--- src/rtl/ram_stream_reader.sv ---
// Burst read engine: sweeps a registered-read RAM port from a captured base/len
// and streams the words out through a credit-limited valid/ready FIFO.
module ram_stream_reader #(
    parameter int unsigned DATA_WIDTH = 8,
    parameter int unsigned ADDR_WIDTH = 6,
    parameter int unsigned FIFO_DEPTH = 4
) (
    input  logic                  clk,
    input  logic                  rst_n,
    input  logic                  start,
    input  logic [ADDR_WIDTH-1:0] base_addr,
    input  logic [ADDR_WIDTH:0]   len,
    output logic                  busy,
    output logic                  done,
    output logic                  rd_en,
    output logic [ADDR_WIDTH-1:0] rd_addr,
    input  logic [DATA_WIDTH-1:0] ram_q,
    output logic [DATA_WIDTH-1:0] out_data,
    output logic                  out_valid,
    input  logic                  out_ready
);

    localparam int unsigned PW = $clog2(FIFO_DEPTH);
    localparam int unsigned CW = ADDR_WIDTH + 1;
    localparam logic [CW-1:0] MAX_LEN = CW'(1) << ADDR_WIDTH;
    localparam logic [PW:0]   CREDITS = (PW + 1)'(FIFO_DEPTH);

    typedef enum logic [1:0] {S_IDLE, S_RUN, S_DONE} state_t;

    state_t                state, state_nxt;
    logic [ADDR_WIDTH-1:0] base_q;
    logic [CW-1:0]         len_q;
    logic [CW-1:0]         issued;
    logic [CW-1:0]         popped;
    logic [CW-1:0]         popped_nxt;
    logic [PW:0]           outstanding;
    logic                  rd_pend;
    logic                  accept;
    logic                  pop;

    logic [DATA_WIDTH-1:0] mem [FIFO_DEPTH];
    logic [PW-1:0]         wr_ptr, rd_ptr;
    logic [PW:0]           count;

    assign out_valid  = (count != '0);
    assign out_data   = mem[rd_ptr];
    assign pop        = out_valid && out_ready;
    assign popped_nxt = popped + CW'(pop);

    always_comb begin
        state_nxt = state;
        busy      = 1'b0;
        done      = 1'b0;
        rd_en     = 1'b0;
        rd_addr   = '0;
        accept    = 1'b0;
        case (state)
            S_IDLE: begin
                if (start) begin
                    accept    = 1'b1;
                    state_nxt = (len == '0) ? S_DONE : S_RUN;
                end
            end
            S_RUN: begin
                busy    = 1'b1;
                // outstanding counts reads in flight plus words buffered, so
                // stalling at FIFO_DEPTH guarantees every return has a slot
                rd_en   = (issued < len_q) && (outstanding < CREDITS);
                rd_addr = base_q + issued[ADDR_WIDTH-1:0];
                if ((issued == len_q) && (popped_nxt == len_q))
                    state_nxt = S_DONE;
            end
            S_DONE: begin
                done      = 1'b1;
                state_nxt = S_IDLE;
            end
            default: state_nxt = S_IDLE;
        endcase
    end

    always_ff @(posedge clk or negedge rst_n) begin
        if (!rst_n) state <= S_IDLE;
        else        state <= state_nxt;
    end

    always_ff @(posedge clk or negedge rst_n) begin
        if (!rst_n) begin
            base_q      <= '0;
            len_q       <= '0;
            issued      <= '0;
            popped      <= '0;
            outstanding <= '0;
            rd_pend     <= 1'b0;
        end else begin
            if (accept) begin
                base_q <= base_addr;
                len_q  <= (len > MAX_LEN) ? MAX_LEN : len;
                issued <= '0;
                popped <= '0;
            end else begin
                if (rd_en) issued <= issued + CW'(1);
                popped <= popped_nxt;
            end
            outstanding <= outstanding + (PW + 1)'(rd_en) - (PW + 1)'(pop);
            rd_pend     <= rd_en;
        end
    end

    // Return path: ram_q is valid the cycle after rd_en and lands in the FIFO then
    always_ff @(posedge clk or negedge rst_n) begin
        if (!rst_n) begin
            for (int unsigned i = 0; i < FIFO_DEPTH; i++) mem[i] <= '0;
            wr_ptr <= '0;
            rd_ptr <= '0;
            count  <= '0;
        end else begin
            if (rd_pend) begin
                mem[wr_ptr] <= ram_q;
                wr_ptr      <= wr_ptr + PW'(1);
            end
            if (pop) rd_ptr <= rd_ptr + PW'(1);
            count <= count + (PW + 1)'(rd_pend) - (PW + 1)'(pop);
        end
    end

endmodule
--- config.mk ---
export PLATFORM = sky130hd
export DESIGN_NAME = ram_stream_reader
export DESIGN_NICKNAME = d
export VERILOG_FILES = /design/src/rtl/ram_stream_reader.sv
export SDC_FILE = /design/constraint.sdc
export NUM_CORES = 1
export LEC_CHECK = 0
export CAP_MARGIN = 20
export CORE_MARGIN = 2
export CORE_UTILIZATION = 40
export DETAILED_ROUTE_END_ITERATION = 10
export DONT_BUFFER_PORTS = 1
export HOLD_SLACK_MARGIN = 0.12
export PLACE_DENSITY = 0.64
export SYNTH_ARGS = -nofsm -noshare
export SYNTH_HDL_FRONTEND = slang
export SYNTH_SLANG_ARGS = --single-unit
--- constraint.sdc ---
create_clock -name clk -period 2.9 [get_ports clk]
set_input_delay 0.435 -clock clk [delete_from_list [all_inputs] [get_ports clk]]
set_output_delay 0.435 -clock clk [all_outputs]
set_load 0.005 [all_outputs]
# Word-level counts from Yosys, hierarchy flattened
# Cells that the tools add are included.
# Widths: inputs -> output; s select.
# totals
reg_bits	72
input_bits	25
output_inout_bits	18
word_cells	66
# op_classes
n_reduce_logical	9
mux	20
order_cmp	6
n_eq_ne	6
add_sub_neg	9
n_bitwise	2
# op_table
operator	n
$bwmux 32	1
$mux 7	4
$mux 8	3
$bmux 8 s2	1
$demux 8 s2	1
$eq 7x7->1	2
$add 7x1->7	1
$add 7x1->7 const B	1
$gt 7x7->1 const B	1
$logic_not 7->1	1
$lt 7x7->1	1
$add 3x1->3	2
$add 6x6->6	1
$ge 3x3->1 const B	2
$mux 2	3
$mux 6	1
$not 2->3	2
$sub 3x1->3	2
$mux 1	5
$add 2x1->2 const B	2
$logic_and 1x1->1	4
$ne 2x2->1 const B	2
$pmux 2 s2	1
$lt 3x1->1 const B	1
other kinds (7)	7

# Longest topological paths before layout
# Gate-level depths: netlist (run 1).
# logic_depth
depth_word	7
depth_mapped	9
mapped_depth_nobuf	9

# Worst setup path after synthesis (run 1)
# Ideal clock, no wire load.
# synth_timing
kind	register to register
startpoint	register count[1]
endpoint	register state[0]
t_required_ps	2759
setup_slack_ps	479
setup_ps	141
path_stages_with_launch	10
n_path_buf	0
t_arrival_ps	2280
path_cell_list	dfrtp_1 or3_1 and2_1 ha_1 ha_1 xor2_1 nor4_1 o311ai_0 nor4_1 o22ai_1
# synth_between
elab_chain_len	7
# synth_lines
item	line_no	rtl
start, declared	43	logic [PW:0] count;
start signal, assigned	122	count <= count + (PW + 1)'(rd_pend) - (PW + 1)'(pop);
$reduce_bool 3->1	45	assign out_valid = (count != '0);
net out_valid	19	output logic out_valid,
$logic_and 1x1->1	47	assign pop = out_valid && out_ready;
$add 7x1->7	48	assign popped_nxt = popped + CW'(pop);
$eq 7x7->1	70	if ((issued == len_q) && (popped_nxt == len_q))
$logic_and 1x1->1	70	
$ne 2x2->1 (no source line)	--	
$reduce_and 2->1 (no source line)	--	
end signal, assigned	83	else state <= state_nxt;
end, declared	30	state_t state, state_nxt;
# The timed path passes the listed nets, and every way through them passes these cells.
# A chain may end at the register's enable or synchronous reset.

# Final worst setup path (run 1)
# Ends and elaborated chain as after synthesis.

==> flow_summary.ini, run 1 <==
[logic_synthesis]
synth_ff_type = dfrtp_1
yosysSeqAreaShare_pct = 47.8
synth_commonest_cells = 72 x dfrtp_1, 38 x nand2_1, 32 x mux2_2
ys_ff_latch = 72
ys_warn_count = 0
synth_area_leader_cell = dfrtp_1
avgSynthCellArea_um2 = 11.9
synth_most_common_cell = dfrtp_1
synthAdderAreaFrac_pct = 9.56
postSynth.asyncResetShare_pct = 100
yosys.area_share.simple_pct = 12.7
synth_cell_type_count = 42
synth_top_family_by_area = multiplexers
synth_nets = 370
synth_cells = 318
synthTopCellsByArea = dfrtp_1 48%, mux2_2 9.6%, ha_1 8.0%, mux4_2 4.8%, nand2_1 3.8%
synth.area.mux_share_pct = 15.4
syn_area_um2 = 3770
synth_xor_area_share_pct = 6.21
yosys.area.top_type_share_pct = 47.8
synth_edf_count = 0
synth_compound_area_share_pct = 5.21

[placed_design]
gp_congestion = 0.780
hpwl_mm = 4.86
port_buffers = 0
dp_cells = 423

[clock_tree]
cts.sinks = 72
cts_buffer_depth = 2
cts_resized = 0
numCtsBuffers = 9
cts_hold_buf = 2
htree_levels = 3
clkLatencyLatePin_ns = 0.35
cts_root_buf = clkbuf_8
cts_tree = done
postCtsSetupBuffers = 0
clkTransAtPathRegs_ns = 0.08

[setup_path]
ff2ff_path_depth = 9
critPathLaunchType = flop
crit_path_max_fanout = 6
crit_path_max_incr_delay_ns = 0.42
cp_cell_sequence = or3_1 -> and2_1 -> ha_1 -> ha_1 -> xor2_1 -> nor4_1 -> o311ai_0 -> nor4_1 -> o22ai_1
critPathCaptureType = flop
worstSetupPathType = reg -> reg
cp_slowest_cell = dfrtp_1
critical_path_required_ns = 3.10
critPathArrivalTime_ns = 2.90

[detailed_routing]
antenna_left = 0
post_drt_wl_per_cell_um = 15.6
routed_wl_mm = 6.88
viasPerCell = 5.32
dr_total_vias = 2347
drt_iter0_markers = 67
dr.pass1.iters = 4
route.detailed.drc = 0

[global_routing]
grt_overflow = 0
grt_max_degree = 73
grt_first_pass_wirelength_mm = 11.4
grtUsageTotal_pct = 14.5
antenna_found_initial = 0
first_global_vias = 2448

[power_and_ir_drop]
p_per_area_nw_per_um2 = 1120
irDropWorstVdd_mv = 0.464
netSwitchingFraction_pct = 36.6
seq_power_share_pct = 40.6
internal-power_uw = 2940
clkPwrFrac_pct = 17.3
combPwrFrac_pct = 42.0
leakagePower_uw = 0.00184
switchingPower_uw = 1700

[final_layout]
fin_cells = 441
multi_input_area_um2 = 1860
diodes = 0
fillCellCount = 871
nNetsFinal = 377
drive_above_1_share_pct = 20.0
synthToLayoutAreaGrowth_pct = 9.63
regArea_um2 = 1800

[sta]
hold_viol = 0
rsz0062_at_grt = false
max_freq_ghz = 0.371
fin_crit_sh_pct = 93.1
drv_slew = 0
fin_crit_ns = 2.70
fin_skew_ns = 0.0126
setup_viol = 0
worstMarginPinSlew_ns = 0.615
slew-limit-headroom_pct = 59.0
hold_ws_ns = 0.193
fin_tns_setup_ns = 0

[worst_hold_path]
min_path_cells = 2
worstHoldPathType = in -> reg

[floorplan]
fp.dieArea_um2 = 10200
design.core.area_um2 = 9200
die-width_um = 101
rows = 35
ioPinCount = 43
die_y_um = 101
start_util_pct = 41.0

[run]
maxCapViolCount = 0

[run_status]
status = finished clean
[critical path, delay by kind of cell, from the launching register on]
kind / cells / cell delay [ns]
xor+xnor: 1 / 0.17
compound gates: 2 / 0.33
flops: 1 / 0.42
simple gates: 4 / 1.14
fa+ha+maj: 2 / 0.52
[layer usage]
layer  track usage (%)  wire [µm]  vias up
met1              17.7       3140     1171
met5                 0          0        -
met2              25.2       3410       40
li1                  -          -     1131
met4              4.57         71        0
met3              3.74        259        5
[layout make-up]
class | instances | share of cell area (%)
Timing Repair Buffer | 4 | 1.27
Tap cell | 111 | 3.36
Clock inverter | 7 | 1.94
Sequential cell | 72 | 43.6
Inverter | 21 | 1.91
Clock buffer | 9 | 3.00
Multi-Input combinational cell | 217 | 44.9
[power by group through the flow]
| stage | registers, µW | clock network, µW | logic (µW) |
|---|---|---|---|
| 2_1_floorplan | 1730 | 0 | 1710 |
| 3_5_place_dp | 1910 | 0 | 1950 |
| 4_1_cts | 1890 | 834 | 1990 |
| 5_1_grt | 1960 | 875 | 2210 |
| 6_report | 1890 | 805 | 1950 |
| 3_3_place_gp | 1890 | 0 | 1890 |
[logic make-up (layout without fill, tap and decap cells)]
logic type,after synthesis,count (layout)
simple gates,95,95
buf+inv,29,41
xor+xnor,22,22
mux,44,44
compound gates,29,29
fa+ha+maj,27,27
flops,72,72
[registers in the layout, summed over array words and instances, names as in the netlist, 3 cells and up]
name / count
base_q: 6
count: 3
outstanding: 3
popped: 7
len_q: 7
mem: 32
issued: 7
[final timing paths]
path                                   start   endpoint  slack [ns]
worst max-delay path                count[1]   state[0]        0.20
worst min-delay path            base_addr[5]  base_q[5]        0.19
worst max register to register      count[1]   state[0]        0.20
worst min register to register      count[2]   count[2]        0.47
max in group asynchronous              rst_n  base_q[0]        1.97
min in group asynchronous              rst_n    mem[23]        0.64
[cell usage in the layout, fill, tap and decap left out, drive strengths merged, types with 5 or more instances in the layout]
cell	netlist	layout
xor2	8	8
nand3b	7	7
nand2	38	38
ha	24	24
a21oi	7	7
inv	21	23
dfrtp	72	72
mux2	32	32
xnor2	11	11
nor2	13	13
clkbuf	6	9
mux4	8	8
nand3	9	9
nor4	5	5
o21ai	11	11
[metrics by stage]
step	cell area, µm²	setup WS (ns)	total power, µW	utilization [%]
2_1_floorplan	3770	0.479	3440	-
3_3_place_gp	3890	0.254	3780	42.3
3_5_place_dp	3890	0.242	3870	42.3
4_1_cts	4130	0.180	4720	44.9
5_1_grt	4130	0.0367	5050	44.9
6_report	4130	0.201	4640	44.9
(Power assumes the default switching activity.)
==> run 2, diff against run 1 <==
--- a/config.mk
+++ b/config.mk
@@ -7,11 +7,12 @@
 export LEC_CHECK = 0
 export CAP_MARGIN = 20
 export CORE_MARGIN = 2
-export CORE_UTILIZATION = 40
+export CORE_UTILIZATION = 50
 export DETAILED_ROUTE_END_ITERATION = 10
 export DONT_BUFFER_PORTS = 1
 export HOLD_SLACK_MARGIN = 0.12
-export PLACE_DENSITY = 0.64
+export PLACE_DENSITY = 0.75
+export REMOVE_ABC_BUFFERS = 1
 export SYNTH_ARGS = -nofsm -noshare
 export SYNTH_HDL_FRONTEND = slang
 export SYNTH_SLANG_ARGS = --single-unit
==> run 2 against run 1 <==
Effect of this change:
- non-clock buffer count rose by 1
- via count up 1.7%
- clock skew shrank 0.0029 ns
- register-to-register slack gained 0.04 ns
- clock-buffer cell count did not move
- core utilization increased by 11 points
- clock power fell by 6.1%
- flip-flop and latch count is the same
- critical endpoint is now rd_addr[5]
- critical path type is now reg -> out
- die area shrank 19%
- fmax is 0.14% lower
- sequential share of layout area increased by 0.28 points
- design area down 0.64%
==> flow_summary.ini, run 2 (synthesized netlist as in run 1, its figures left out) <==
[sta]
fin_crit_ns = 2.70
fin_tns_setup_ns = 0
slew-limit-headroom_pct = 59.6
setup_viol = 0
setup_ws_ns = 0.197
worstMarginPinSlew_ns = 0.606
fin_skew_ns = 0.00965
hold_viol = 0
drv_slew = 0
rsz0062_at_grt = false
fin_crit_sh_pct = 93.2
max_freq_ghz = 0.370

[clock_tree]
cts_root_buf = clkbuf_8
clkTransAtPathRegs_ns = 0.09
cts_resized = 0
numCtsBuffers = 9
clkLatencyLatePin_ns = 0.35
cts_buffer_depth = 2
cts.sinks = 72
cts_tree = done
htree_levels = 3

[detailed_routing]
routed_wl_mm = 7.01
top_layer_used = met4
dr.pass1.iters = 4
route.detailed.drc = 0
met3WireLength_um = 187
route.met2.wl_mm = 3.50
dr_total_vias = 2388
antenna_left = 0
viasPerCell = 5.55
drt-met1-wl_mm = 3.20
drt_iter0_markers = 149
post_drt_wl_per_cell_um = 16.3

[final_layout]
largest_register = mem
finalInstanceArea_um2 = 4110
synthToLayoutAreaGrowth_pct = 8.93
layout_common_cells = 72 x dfrtp_1, 38 x nand2_1, 32 x mux2_2, 24 x ha_1, 21 x inv_1
largest_reg_flops = 32
diodes = 0
nNetsFinal = 378
utilization_pct = 56.3
final_common_cell = dfrtp_1
drive_above_1_share_pct = 20.2

[setup_path]
crit_path_max_incr_delay_ns = 0.54
critical_path_required_ns = 2.47
critPathCaptureType = primary output
critPathArrivalTime_ns = 2.27
crit_path_max_fanout = 6
reg2reg_from = count[1]
critPathLaunchType = flop
worstSetupPathType = reg -> out
cp_slowest_cell = or4_2
cp_cell_sequence = ha_1 -> a21o_1 -> a21oi_1 -> o21bai_1 -> or4_2 -> nand3_1
crit_start = issued[1]

[placed_design]
gp_congestion = 0.806
hpwl_mm = 4.94
post-place-ws_ns = 0.292
dpl_cell_area_um2 = 3880
port_buffers = 0

[global_routing]
first_global_vias = 2472
grtUsageTotal_pct = 18.3
antenna_found_initial = 0
grt_max_degree = 73
grt_overflow = 0
grt_first_pass_wirelength_mm = 11.8

[power_and_ir_drop]
p_per_area_nw_per_um2 = 1130
leakagePower_uw = 0.00184
irDropWorstVdd_mv = 0.423

[run]
maxCapViolCount = 0

[floorplan]
die-width_um = 90.8
ioPinCount = 43
fp.dieArea_um2 = 8250
rows = 31
design.core.area_um2 = 7290
start_util_pct = 51.7
die_y_um = 90.8

[worst_hold_path]
hold_start = base_addr[4]
worstHoldPathType = in -> reg

[run_status]
status = finished clean
==> run 2: path summary, 6_finish.rpt <==
path,slack [ns],cells past startpoint,endpoint
max,0.20,6,rd_addr[5]
min,0.19,2,base_q[4]
max reg2reg,0.24,9,state[0]
min reg2reg,0.50,2,base_q[0]
max in group asynchronous,1.96,2,mem[19]
min in group asynchronous,0.66,2,len_q[4]
==> run 2: worst max-delay path: cells and delay by family, from the launching register on <==
family | cells | cell delay (ns)
simple gates | 2 | 0.65
compound gates | 3 | 0.50
fa+ha+maj | 1 | 0.31
flops | 1 | 0.47
==> run 2: area by class of cell <==
| type | count | area, µm² |
|---|---|---|
| sequential | 72 | 1800 |
| fill | 646 | 3190 |
| timing repair buffer | 5 | 60.1 |
| clock inverter | 7 | 61.3 |
| clock buffer | 9 | 124 |
| tap | 99 | 124 |
| inverter | 21 | 78.8 |
| multi-input combinational | 217 | 1860 |
==> run 2: per-stage QoR <==
stage | hold slack [ns] | power (µW) | instances
final | 0.186 | 4630 | 430
after detailed placement | 0.141 | 3900 | 412
after global placement | 0.141 | 3770 | 412
after CTS | 0.171 | 4680 | 430
after global routing | 0.190 | 5000 | 430
after floorplan | 0.139 | 3430 | 310
==> run 2: routing by layer <==
metal,up-vias,global-route usage [%]
li1,1123,-
met1,1216,24.0
met2,38,30.0
met3,11,4.17
met4,0,6.44
met5,-,0
==> run 2: power by group <==
part	total [µW]	switching [µW]	leakage, µW	internal (µW)
combinational	1980	919	0.000889	1060
clock	756	428	0.0000892	328
sequential	1890	409	0.000858	1490
==> run 2: what timing repair did <==
action | 4_1_cts | 5_1_grt
hold endpoints to repair | 72 | 0
hold buffers | 2 | 0
setup buffers | 0 | 0
